--- src/rtl/spi_pkg.sv ---
// Shared SPI constants: operating-mode encodings and the baud divisor width.
package spi_pkg;

   localparam int unsigned DIV_W = 12;
   localparam int unsigned CNT_W = 12;

   localparam logic [1:0] SPI_RUN  = 2'b00;
   localparam logic [1:0] SPI_WAIT = 2'b01;
   localparam logic [1:0] SPI_STOP = 2'b10;

endpackage

--- src/rtl/spi_baud_generator.sv ---
// Master-mode SPI serial clock generator with one-cycle sample/shift strobes
// and the combinational baud-rate divisor shared with the slave-select stage.
module spi_baud_generator
   import spi_pkg::*;
(
   input  logic             pclk,
   input  logic             preset,
   input  logic             mstr,
   input  logic             spiswai,
   input  logic [1:0]       spi_mode,
   input  logic             ss,
   input  logic             cpol,
   input  logic             cpha,
   input  logic [2:0]       sppr,
   input  logic [2:0]       spr,
   output logic [DIV_W-1:0] BaudRateDivisor,
   output logic             sclk,
   output logic             sample_flag,
   output logic             shift_flag
);

   logic [3:0]       sppr_p1;
   logic [3:0]       spr_p1;
   logic [DIV_W-1:0] half;
   logic [CNT_W-1:0] count;
   logic             en;
   logic             wrap;
   logic             leading;

   // (sppr+1) * 2^(spr+1); the largest value, 8 << 8 = 2048, fits in 12 bits
   assign sppr_p1         = {1'b0, sppr} + 4'd1;
   assign spr_p1          = {1'b0, spr} + 4'd1;
   assign BaudRateDivisor = DIV_W'(sppr_p1) << spr_p1;
   assign half            = BaudRateDivisor >> 1;

   assign en = mstr & ~spiswai & ((spi_mode == SPI_RUN) | (spi_mode == SPI_WAIT)) & ~ss;

   // '>=' lets a shrinking divisor wrap immediately instead of running away
   assign wrap    = (count >= CNT_W'(half - DIV_W'(1)));
   assign leading = (sclk == cpol);

   always_ff @(posedge pclk or posedge preset) begin
      if (preset) begin
         count       <= '0;
         sclk        <= 1'b0;
         sample_flag <= 1'b0;
         shift_flag  <= 1'b0;
      end else if (!en) begin
         count       <= '0;
         sclk        <= cpol;
         sample_flag <= 1'b0;
         shift_flag  <= 1'b0;
      end else if (wrap) begin
         count       <= '0;
         sclk        <= ~sclk;
         // cpha=0 samples on the leading edge, cpha=1 on the trailing edge
         sample_flag <= leading ^ cpha;
         shift_flag  <= ~(leading ^ cpha);
      end else begin
         count       <= count + CNT_W'(1);
         sample_flag <= 1'b0;
         shift_flag  <= 1'b0;
      end
   end

endmodule
--- config.mk ---
export PLATFORM = sky130hd
export DESIGN_NAME = spi_baud_generator
export DESIGN_NICKNAME = d
export VERILOG_FILES = /design/src/rtl/spi_pkg.sv /design/src/rtl/spi_baud_generator.sv
export SDC_FILE = /design/constraint.sdc
export NUM_CORES = 1
export LEC_CHECK = 0
export ABC_CLOCK_PERIOD_IN_PS = 2200
export CORE_UTILIZATION = 45
export CTS_CLUSTER_DIAMETER = 40
export DETAILED_ROUTE_END_ITERATION = 12
export GPL_ROUTABILITY_DRIVEN = 0
export PLACE_DENSITY = 0.74
export SLEW_MARGIN = 20
export SYNTH_ARGS = -nofsm -noshare
export SYNTH_HDL_FRONTEND = slang
export SYNTH_SLANG_ARGS = --single-unit
--- constraint.sdc ---
create_clock -name pclk -period 2.2 [get_ports pclk]
set_input_delay 0.55 -clock pclk [delete_from_list [all_inputs] [get_ports pclk]]
set_output_delay 0.55 -clock pclk [all_outputs]
set_load 0.05 [all_outputs]
==> flow_summary_export.csv <==
group,metric,value,unit
synthesis,syn-instance-count,166,
clock_tree,ctsHoldBuffers,0,
layout,diodes,0,
drt,postRouteAntennaNets,0,
synthesis,synth_top_cell_by_area,"dfrtp_1",
drt,detail_route.iter0.violations,211,
run,maxCapViolations,0,
worst_setup_path,crit_top_cell,"a21o_1",
power_and_ir_drop,pwr-share-seq,0.220,
sta,setup_viol,27,
layout,layout.nets,288,
power_and_ir_drop,internal_power,0.000753,W
power_and_ir_drop,p_sw,0.000515,W
sta,final_max_slew_viol_count,0,
global_route,grt_antenna_before_repair,0,
clock_tree,htree_levels,1,
sta,period_needed,3.80,ns
floorplanning,fp-row-count,20,
worst_setup_path,crit_buf_inv,4,
synthesis,ys_ff_latch,15,
worst_setup_path,r2r-start,"count[9]",
worst_setup_path,worstPathMaxFanout,11,
layout,fillerInstances,95,
layout,mostFrequentLayoutCell,"buf_4",
floorplanning,initial_core_util,0.478,
clock_tree,clk_pin_slew,0.08,ns
drt,wire_per_inst,24.8,um
clock_tree,cts_made_buffers,3,
worst_setup_path,path_depth,20,
worst_setup_path,cp.required,2.41,ns
sta,worst_slack,-1.60,ns
synthesis,syn-num-nets,197,
synthesis,synth_edf_count,0,
drt,num_vias,1922,
sta,worst_pin_slew,0.575,ns
worst_setup_path,worstPathArrival,4.02,ns
global_route,track_usage,0.371,
min_path,hold_depth,2,
power_and_ir_drop,ir_worst_vdd,455,uV
synthesis,syn_avg_cell_area,8.86,um^2
clock_tree,worstSkewPairLatency,0.29,ns
power_and_ir_drop,power_leakage,1.30,nW
drt,wl,7440,um
worst_setup_path,path_cells,"buf_6, ha_4, buf_4, nor2b_2, a221oi_2, nand2_1, ha_2, a21boi_4, nand4_1, buf_4, nor3_2, xnor2_1, ha_1, a21o_1, a21o_1, a21o_1, a211oi_4, nand2_1, buf_6, nor2_1",
worst_setup_path,start_kind,"input port",
power_and_ir_drop,total_power,0.00127,W
clock_tree,max-clock-path-buffers,2,
worst_setup_path,critical_path.slowest_cell,"ha_4",
worst_setup_path,crit_family,"compound AO/OA/AOI/OAI gates",
floorplanning,die_w,59.2,um
layout,fin_cells,300,
synthesis,syn_area,1470,um^2
placed_design,dp_cells,279,
synthesis,synth_top_area_share,0.255,
worst_setup_path,crit_type,"in -> reg",
synthesis,synthArstFlopShare,1.00,
clock_tree,clockRootBuffer,"clkbuf_4",
sta,clock_skew,0.00147,ns
worst_setup_path,rr_worst_depth,8,
layout,area_delta_synth_final,92.4,%
layout,seqCellArea,375,um^2
min_path,hold_class,"reg -> reg",
power_and_ir_drop,switching_share,0.406,
floorplanning,core-area,3080,um^2
sta,finalHoldViolations,0,
layout,multi_input_area,1390,um^2
power_and_ir_drop,pwr-share-comb,0.653,
min_path,min_from,"count[0]",
layout,drive_gt1_frac,0.543,
synthesis,yosysUniqueCellTypes,45,
worst_setup_path,crit_path_start,"spr[0]",
drt,routed_via_density,6.41,
run_status,outcome,"finished, violations left",
run_status,violations,"setup timing",
sta,clock.fmax,263,MHz
global_route,grt-ovfl-total,0,
clock_tree,cts.sinks,15,
synthesis,synth_area_leaders,"dfrtp_1 26%, ha_1 14%, xnor2_1 8.9%",
drt,dr.pass1.iters,5,
layout,final_cell_mix,"43 x buf_4, 19 x buf_6, 15 x dfrtp_1",
placed_design,port_buffers,28,
synthesis,yosysWarnings,0,
global_route,grt_pass1_vias,1893,
synthesis,synthFlopType,"dfrtp_1",
worst_setup_path,max_stage_delay,0.24,ns
sta,finalCritPeriodShare,1.73,
floorplanning,die_area,3500,um^2
sta,rsz0062_at_grt,"true",
floorplanning,die_y,59.2,um
clock_tree,cts_tree,"built",
floorplanning,ioPinCount,30,
drt,drc,0,
global_route,grt_first_pass_wirelength,9360,um
sta,tns,-27.92,ns
global_route,grt_max_degree,16,
worst_setup_path,endpoint_kind,"flip-flop",
power_and_ir_drop,power.density,448,nW/um^2
sta,max-slew-margin-rel,0.616,
power_and_ir_drop,p_clk_frac,0.126,
placed_design,post-dp-hpwl,3420,um
synthesis,ys_seq_area_frac,0.255,
sequential cells by signal, summed over array words and instances, names as in the netlist:
signal / flops
sclk: 1
count: 12
shift_flag: 1
sample_flag: 1
Yosys cell counts, drive strengths merged, types with 4 or more instances:
library cell / instances
and3: 6
nor3: 6
nand4: 6
xor2: 9
o21ai: 4
a21o: 5
ha: 16
dfrtp: 15
nand3: 7
nor2: 15
nand2: 8
nor2b: 4
xnor2: 15
inv: 8
cell families (layout without fill, tap and decap cells):
| logic type | Yosys count | after routing | share of synthesized area |
|---|---|---|---|
| AND/OR/NAND/NOR | 69 | 69 | 0.266 |
| multiplexers | 6 | 6 | 0.0519 |
| XOR/XNOR | 24 | 24 | 0.143 |
| buffers and inverters | 12 | 102 | 0.0315 |
| flip-flops | 15 | 15 | 0.255 |
| adder cells (fa/ha/maj) | 16 | 16 | 0.136 |
| AO/OA/AOI/OAI | 24 | 24 | 0.117 |
per-stage QoR:
step / hold slack (ns) / utilization / setup WS, ns / instance area [um^2]
finish: 0.612 / 0.919 / -1.60 / 2830
global route: 0.611 / 0.919 / -1.62 / 2830
CTS: 0.568 / 0.865 / -1.48 / 2660
detailed placement: 0.551 / 0.745 / -2.14 / 2290
global placement: 0.538 / 0.745 / -1.94 / 2290
floorplan: 0.451 / - / -1.41 / 1570
per-layer routing:
metal / routed length, um / track usage / up-vias
met3: 745 / 0.0917 / 50
met2: 3500 / 0.636 / 173
met4: 438 / 0.167 / 0
li1: - / - / 785
met5: 0 / 0 / -
met1: 2760 / 0.438 / 914
tightest hold or removal path: cells and delay by family, from the launching register on:
kind,cells,cell delay (ns)
buffers and inverters,1,0.15
flip-flops,1,0.39
AND/OR/NAND/NOR,1,0.04
final timing paths:
check                         endpoint  slack, ns
max                           count[5]      -1.60
max reg2reg                   count[5]       0.01
min reg2reg                   count[0]       0.61
min in group asynchronous  sample_flag       0.63
min                           count[0]       0.61
max in group asynchronous     count[9]       1.20
power groups by stage:
stage | Sequential, W | Combinational (W) | Clock (W)
final | 0.000279 | 0.000829 | 0.000160
after CTS | 0.000279 | 0.000683 | 0.000161
after global routing | 0.000279 | 0.000852 | 0.000178
after global placement | 0.000284 | 0.000546 | 0
after floorplan | 0.000289 | 0.000325 | 0
after detailed placement | 0.000284 | 0.000572 | 0
cell type report:
| type | count | share of cell area |
|---|---|---|
| multi-input cells | 139 | 0.491 |
| repair buffers | 90 | 0.334 |
| flip-flops and latches | 15 | 0.133 |
| well taps | 44 | 0.0195 |
| inverters | 8 | 0.0137 |
| clock buffers | 4 | 0.00929 |
repair_timing:
item / 4_1_cts / 5_1_grt
gates resized for setup: 80 / 35
pin swaps: 21 / 24
gates cloned: 1 / 0
setup endpoints to repair: 27 / 27
buffers inserted: 10 / 9
No activity file was read; power rests on OpenSTA's default activity.
